[src/rtl/gfx_cmd_scheduler.sv]
// rtl/gfx_cmd_scheduler.sv - queues rectangle fill/draw commands and sequences them into graphics_processor
module gfx_cmd_scheduler #(
  parameter int DEPTH   = 4,
  parameter int WIDTH   = 640,
  parameter int HEIGHT  = 480,
  parameter int TIMEOUT = 1048576
) (
  input  logic                     clk,
  input  logic                     rst_n,
  input  logic                     cmd_valid,
  output logic                     cmd_ready,
  input  logic                     cmd_op,
  input  logic [9:0]               cmd_tl_x,
  input  logic [8:0]               cmd_tl_y,
  input  logic [9:0]               cmd_br_x,
  input  logic [8:0]               cmd_br_y,
  input  logic [11:0]              cmd_arg,
  input  logic                     flush,
  output logic [31:0]              ctrl_out,
  output logic [31:0]              tl_out,
  output logic [31:0]              br_out,
  output logic [31:0]              arg_out,
  output logic                     ctrl_we,
  output logic                     tl_we,
  output logic                     br_we,
  output logic                     arg_we,
  input  logic                     gp_finish,
  output logic                     busy,
  output logic [$clog2(DEPTH):0]   pending,
  output logic                     done,
  output logic                     err
);

  localparam int AW = $clog2(DEPTH);
  localparam int PW = AW + 1;
  localparam int CW = (TIMEOUT > 1) ? $clog2(TIMEOUT) : 1;
  localparam int EW = 51;

  localparam logic [PW-1:0] P_DEPTH  = PW'(DEPTH);
  localparam logic [10:0]   X_LIM    = 11'(WIDTH);
  localparam logic [9:0]    Y_LIM    = 10'(HEIGHT);
  localparam logic [CW-1:0] CNT_LAST = CW'(TIMEOUT - 1);

  typedef enum logic [2:0] {
    S_IDLE, S_CHECK, S_LOAD, S_START, S_WAIT, S_STOP, S_GAP
  } state_t;

  state_t          r_state;
  logic [EW-1:0]   r_mem [DEPTH];
  logic [AW-1:0]   r_wr_ptr;
  logic [AW-1:0]   r_rd_ptr;
  logic [PW-1:0]   r_count;
  logic            r_op;
  logic [9:0]      r_tl_x;
  logic [8:0]      r_tl_y;
  logic [9:0]      r_br_x;
  logic [8:0]      r_br_y;
  logic [11:0]     r_arg;
  logic [CW-1:0]   r_cnt;

  logic            w_ready;
  logic            w_push;
  logic            w_pop;
  logic            w_invalid;
  logic            w_timeout;
  logic            w_en;
  logic [EW-1:0]   w_entry;

  assign w_entry   = {cmd_op, cmd_tl_x, cmd_tl_y, cmd_br_x, cmd_br_y, cmd_arg};
  assign w_ready   = (r_count < P_DEPTH);
  // A push coinciding with flush is dropped along with the queued entries.
  assign w_push    = cmd_valid && w_ready && !flush;
  assign w_pop     = (r_state == S_IDLE) && (r_count != '0);
  assign w_invalid = (r_tl_x > r_br_x) || (r_tl_y > r_br_y) ||
                     ({1'b0, r_br_x} >= X_LIM) || ({1'b0, r_br_y} >= Y_LIM);
  assign w_timeout = (r_state == S_WAIT) && !gp_finish && (r_cnt == CNT_LAST);

  always_ff @(posedge clk) begin
    if (w_push) begin
      r_mem[r_wr_ptr] <= w_entry;
    end
  end

  always_ff @(posedge clk) begin
    if (!rst_n) begin
      r_wr_ptr <= '0;
      r_rd_ptr <= '0;
      r_count  <= '0;
    end else if (flush) begin
      r_wr_ptr <= '0;
      r_rd_ptr <= '0;
      r_count  <= '0;
    end else begin
      if (w_push) begin
        r_wr_ptr <= r_wr_ptr + AW'(1);
      end
      if (w_pop) begin
        r_rd_ptr <= r_rd_ptr + AW'(1);
      end
      if (w_push && !w_pop) begin
        r_count <= r_count + PW'(1);
      end else if (!w_push && w_pop) begin
        r_count <= r_count - PW'(1);
      end
    end
  end

  always_ff @(posedge clk) begin
    if (!rst_n) begin
      r_state <= S_IDLE;
      r_op    <= 1'b0;
      r_tl_x  <= '0;
      r_tl_y  <= '0;
      r_br_x  <= '0;
      r_br_y  <= '0;
      r_arg   <= '0;
      r_cnt   <= '0;
    end else begin
      case (r_state)
        S_IDLE: begin
          if (w_pop) begin
            {r_op, r_tl_x, r_tl_y, r_br_x, r_br_y, r_arg} <= r_mem[r_rd_ptr];
            r_state <= S_CHECK;
          end
        end
        S_CHECK: r_state <= w_invalid ? S_IDLE : S_LOAD;
        S_LOAD:  r_state <= S_START;
        S_START: begin
          r_cnt   <= '0;
          r_state <= S_WAIT;
        end
        S_WAIT: begin
          if (gp_finish || (r_cnt == CNT_LAST)) begin
            r_state <= S_STOP;
          end else begin
            r_cnt <= r_cnt + CW'(1);
          end
        end
        S_STOP:  r_state <= S_GAP;
        // GAP lets graphics_processor see en low on an edge before the next command.
        S_GAP:   r_state <= S_IDLE;
        default: r_state <= S_IDLE;
      endcase
    end
  end

  // Holding ctrl_we high with ctrl_out zero during reset parks graphics_processor.
  assign w_en      = rst_n && ((r_state == S_START) || (r_state == S_WAIT));
  assign ctrl_out  = {30'b0, w_en, w_en & r_op};
  assign ctrl_we   = !rst_n || (r_state == S_START) || (r_state == S_STOP);
  assign tl_we     = rst_n && (r_state == S_LOAD);
  assign br_we     = rst_n && (r_state == S_LOAD);
  assign arg_we    = rst_n && (r_state == S_LOAD);
  assign tl_out    = rst_n ? {6'b0, r_tl_x, 7'b0, r_tl_y} : 32'b0;
  assign br_out    = rst_n ? {6'b0, r_br_x, 7'b0, r_br_y} : 32'b0;
  assign arg_out   = rst_n ? {20'b0, r_arg} : 32'b0;
  assign done      = rst_n && (r_state == S_WAIT) && gp_finish;
  assign err       = rst_n && (((r_state == S_CHECK) && w_invalid) || w_timeout);
  assign busy      = rst_n && ((r_state != S_IDLE) || (r_count != '0));
  assign pending   = rst_n ? r_count : '0;
  assign cmd_ready = rst_n && w_ready;

endmodule

[config.mk]
export PLATFORM = sky130hd
export DESIGN_NAME = gfx_cmd_scheduler
export DESIGN_NICKNAME = d
export VERILOG_FILES = /design/src/rtl/gfx_cmd_scheduler.sv
export SDC_FILE = /design/constraint.sdc
export NUM_CORES = 1
export LEC_CHECK = 0
export ABC_AREA = 1
export BUFFER_PORTS_ARGS = -buffer_cell sky130_fd_sc_hd__buf_2
export CAP_MARGIN = 20
export CORE_ASPECT_RATIO = 0.7
export CORE_UTILIZATION = 31
export CTS_BUF_LIST = sky130_fd_sc_hd__clkbuf_8
export DETAILED_ROUTE_END_ITERATION = 7
export MAX_ROUTING_LAYER = met4
export PLACE_DENSITY_LB_ADDON = 0.25
export SLEW_MARGIN = 10
export SYNTH_ARGS = -nofsm -noshare
export SYNTH_HDL_FRONTEND = slang
export SYNTH_SLANG_ARGS = --single-unit
[constraint.sdc]
create_clock -name clk -period 9.6 [get_ports clk]
set_clock_uncertainty 0.15 [all_clocks]
set_input_delay 0.48 -clock clk [delete_from_list [all_inputs] [get_ports clk]]
set_output_delay 0.48 -clock clk [all_outputs]
set_load 0.01 [all_outputs]
[Word level (Yosys, flattened, before mapping)]
Memories as Yosys holds them, arrays and structs flattened. A register that Yosys moved wholly into a read port is not among the register bits.
Cells that the tools add are included.
Cells by class
  add/sub/neg operators: 5
  $lt $le $gt $ge: 5
  eq/ne operators: 9
  multiplexer cells: 14
  bitwise gates (word level): 2
  reductions and logical operators: 39
Operator list (number)
  $mux 26: 2
  $pmux 20 s2: 1
  $add 20x1->20 const B: 1
  $eq 20x20->1 const B: 1
  $mux 20: 1
  $pmux 3 s6: 1
  $logic_and 1x1->1: 15
  $mux 3: 5
  $mux 12: 1
  $ge 10x10->1 const B: 1
  $gt 10x10->1: 1
  $ge 9x9->1 const B: 1
  $gt 9x9->1: 1
  $logic_or 1x1->1: 9
  $eq 3x2->1 const B: 2
  $eq 3x3->1 const B: 2
  $logic_not 1->1: 6
  $reduce_and 2->1: 3
  $reduce_bool 3->1: 2
  $add 2x1->2 const B: 2
  $ne 2x2->1 const B: 2
  $reduce_bool 2->1: 2
  $add 3x1->3 const B: 1
  $eq 3x1->1 const B: 1
  other kinds (9): 10
Word-level totals
  register bits after elaboration: 30
  bits in writable memories: 204
  bits of input ports: 56
  output and inout bits: 139
  word-level logic and storage cells: 80
  memories: 1
Memories
  r_mem: depth 4, width 51, rd ports 1, clocked after memory_dff 1, wr ports 1, RTL line 49  | logic [EW-1:0] r_mem [DEPTH];

[Depth between registers and ports, before layout]
  depth in word-level cells: 7
  depth in mapped cells: 12
  depth with buffers taken out: 12

[Worst setup path before layout]
Ideal clock, no wire load.
  path kind: input to register
  start: input flush
  end: memory r_mem[0][0], enable pin
  setup time: 0.460 ns
  arrival: 2.912 ns
  required time: 8.990 ns
  setup slack: 6.078 ns
  stages: 3
  path buffers: 0
  cell sequence: inv_1 -> nand3_1 -> nor2_1
On the way
  word-level cells in the longest chain between the ends: 4
Ends and longest elaborated chain
  from (decl): RTL line 18  | input logic flush,
  $logic_not 1->1: RTL line 72  | assign w_push = cmd_valid && w_ready && !flush;
  $logic_and 1x1->1: RTL line 72
  $mux 1: RTL line 79  | if (w_push) begin
  $mux 1 (not written as such): RTL line 80  | r_mem[r_wr_ptr] <= w_entry;
  to (decl): RTL line 49
No other way between the ends.

[Final worst setup path]
  start: register r_cnt[0]
  end: output err
On the way
  word-level cells in the longest chain between the ends: 4
Ends and longest elaborated chain
  from (decl): RTL line 59  | logic [CW-1:0] r_cnt;
  from (signal assigned): RTL line 136  | r_cnt <= r_cnt + CW'(1);
  $eq 20x20->1: RTL line 76  | assign w_timeout = (r_state == S_WAIT) && !gp_finish && (r_cnt == CNT_LAST);
  $logic_and 1x1->1: RTL line 76
  $logic_or 1x1->1: RTL line 158  | assign err = rst_n && (((r_state == S_CHECK) && w_invalid) || w_timeout);
  $logic_and 1x1->1: RTL line 158
  to (decl): RTL line 31  | output logic err
No other way between the ends.

==> flow_summary.yaml <==
run_status:
  status: "completed"
grt:
  grt_max_degree: 104
  grt_first_pass_wirelength_microns: 48650
  first_global_vias: 8419
  track_usage: 0.1564
  grt_overflow: 0
  grt_antenna_before_repair: 4
detailed_routing:
  drc: 0
  drt_wl_total_microns: 31690
  dr.pass1.iters: 5
  ant_nets: 0
  wl_per_cell_microns: 15.62
  drt_iter0_markers: 641
  route.vias.total: 9020
  viasPerCell: 4.448
floorplanning:
  ios: 195
  fp.dieW_microns: 243.6
  num_rows: 61
  dieArea_sq_um: 41670
  core_area_sq_um: 39990
  start_util: 0.3166
  die_height_microns: 171.1
timing:
  drv_slew: 0
  setup_viol: 0
  post-route-period-util: 0.3369
  hold_violations: 0
  min_period_ns: 3.235
  relSlewSlack: 0.2841
  fin_tns_setup_ns: 0
  rsz0062_at_grt: "no"
  fmax_mhz: 309.2
  tightest_slew_ns: 1.074
critical_path:
  cp-end-kind: "primary output"
  crit_type: "flop to primary output"
  critPathLaunchType: "flop"
  worst_path_largest_cell_delay_ns: 0.42
  cp_cell_sequence: "ha_1 -> inv_1 -> nor2_1 -> nand2_1 -> nor2_1 -> nand3_1 -> a21oi_1 -> buf_2"
  required_ns: 8.97
  cp_slowest_cell: "dfxtp_1"
  worstPathArrival_ns: 2.60
  worstPathMaxFanout: 6
  crit_top_cell: "nor2_1"
clock_network:
  ctsResizeCount: 0
  cts_tree: "yes"
  h-tree-depth: 2
  clk_latency_ns: 0.57
  holdBufCountCts: 51
  clk_pin_slew_ns: 0.06
  post_cts_buffers: 0
  clockBufferDepth: 3
  cts_buffers: 49
  root_buffer: "clkbuf_8"
  cts_sinks: 285
yosys:
  async_flop_share: 0
  synth_warnings: 0
  avgSynthCellArea_sq_um: 9.839
  synth_area_sq_um: 12660
  synthFlopType: "edfxtp_1"
  synth.distinct_cells: 38
  synth_top_area_cell: "edfxtp_1"
  ys_seq_area_frac: 0.6118
  synth_edf_count: 204
  synth_seq_cells: 285
  ys_top_cells_by_area: "edfxtp_1 (48%), dfxtp_1 (13%), nor2_1 (8.1%), o21ai_0 (6.3%), buf_4 (4.7%)"
  synth.top_cell.area_share: 0.4837
  synthCells: 1287
place:
  place_congestion: 0.7920
  io_buffers: 118
  place_hpwl_microns: 18200
finish:
  nets: 1532
  final_layout_size_suffix_gt1_frac: 0.1478
  syn_to_final_growth_pct: 17.96
  nFillCells: 4033
power_and_ir_drop:
  p_leak_nw: 6.082
  powerDensity_nw_per_um2: 239.6
  fin_total_pwr_mw: 3.579
  ir_drop_mv: 0.1520
flow_run:
  max_cap_violations: 0
worst_hold_path:
  min_path_type: "input port to flop"
-- final cells by class --
type                            count  area, sq um  area share
Inverter                          111        421.7     0.02823
Clock buffer                       57        784.5     0.05252
Clock inverter                     33        188.9     0.01265
Multi-Input combinational cell    824         3933      0.2633
Antenna cell                        4        10.01   0.0006701
Sequential cell                   285         7752      0.5190
Timing Repair Buffer              179         1179     0.07890
Tap cell                          535        669.4     0.04481
-- kinds of logic (layout without fill, tap and decap cells) --
kind of cell             count (synthesis)  in the layout  share of synthesized area
other                                    1             80                  0.0002961
flip-flops                             285            285                     0.6118
buffers and inverters                  253            380                     0.1023
AO/OA/AOI/OAI                          249            249                     0.1075
XOR/XNOR                                11             11                   0.007608
adder cells (fa/ha/maj)                 26             26                    0.02628
AND/OR/NAND/NOR                        462            462                     0.1443
-- critical path: cells and delay by family, from the launching register on --
family,cells,cell delay (ns)
flops,1,0.42
compound gates,1,0.18
buf+inv,2,0.31
fa+ha+maj,1,0.31
simple gates,4,0.82
-- path summary, 6_finish.rpt --
path	from	end	slack, ns	depth (start not counted)
max	r_cnt[0]	err	6.37	8
min	flush	r_wr_ptr[0]	0.19	4
min reg2reg	r_cnt[18]	r_cnt[18]	0.35	2
max reg2reg	r_rd_ptr[1]	r_tl_y[6]	7.05	6
-- metrics by stage --
step / worst slack (ns) / instance area [sq um] / utilization / instances / hold WS [ns]
3_5_place_dp: 6.639 / 13440 / 0.3362 / 1883 / 0.3451
4_1_cts: 6.331 / 14930 / 0.3733 / 2024 / 0.1535
5_1_grt: 6.179 / 14940 / 0.3735 / 2028 / 0.2091
6_report: 6.365 / 14940 / 0.3735 / 2028 / 0.1904
2_1_floorplan: 6.078 / 12940 / - / 1362 / 0.3195
3_3_place_gp: 6.753 / 13440 / 0.3362 / 1883 / 0.3413
-- metal layers --
layer  GRT usage  vias to the layer above  part of all wire
li1            -                     4499                 -
met1      0.2095                     4290              0.49
met2      0.2425                      180              0.46
met3     0.02886                       51             0.037
met4     0.04321                        0             0.017
met5           -                        -                 0
-- Yosys cell counts, types with 5 or more instances --
library cell,instances
nand3_1,24
o21ai_0,159
inv_1,107
nor2_1,274
dfxtp_1,81
nand2_1,143
a21oi_2,8
nor3_1,5
buf_2,17
ha_1,25
clkbuf_1,41
xor2_1,10
buf_4,80
a21oi_1,21
edfxtp_1,204
a31oi_1,51
-- where the power goes --
part	switching, mW	internal [mW]	total (mW)
clock	0.485	0.593	1.08
sequential	0.155	1.47	1.62
combinational	0.568	0.308	0.876
total	1.21	2.37	3.58
-- state kept, by name (all words and copies together), names as in the netlist --
name / cells
r_count: 3
r_wr_ptr: 2
r_mem: 204
r_br_x: 10
r_tl_y: 9
r_state: 3
r_arg: 12
r_rd_ptr: 2
r_br_y: 9
r_cnt: 20
r_op: 1
r_tl_x: 10
-- cells in the final DEF (no fill, tap or decap), types with 2 or more instances in the layout --
cell type,Yosys,layout
nor2_1,274,270
nand2_1,143,143
dfxtp_1,81,79
o21bai_1,3,3
inv_2,3,4
ha_1,25,25
o21ai_0,159,159
conb_1,1,76
nor3_1,5,5
nand2_2,4,4
buf_4,80,11
clkinv_1,0,9
o21ai_1,2,2
nor3b_1,2,2
a211oi_1,2,2
diode_2,0,4
dlygate4sd3_1,0,51
inv_1,107,122
a21o_1,2,2
nor2_4,1,5
nand3_1,24,24
clkinv_2,0,4
xor2_1,10,10
clkbuf_8,0,57
buf_2,17,117
a31oi_1,51,51
edfxtp_1,204,204
a21oi_1,21,21
bufinv_16,0,2
a21oi_2,8,8
clkinvlp_4,0,2
nand4_1,4,4
Note: power is estimated with default switching activity, not from simulation.
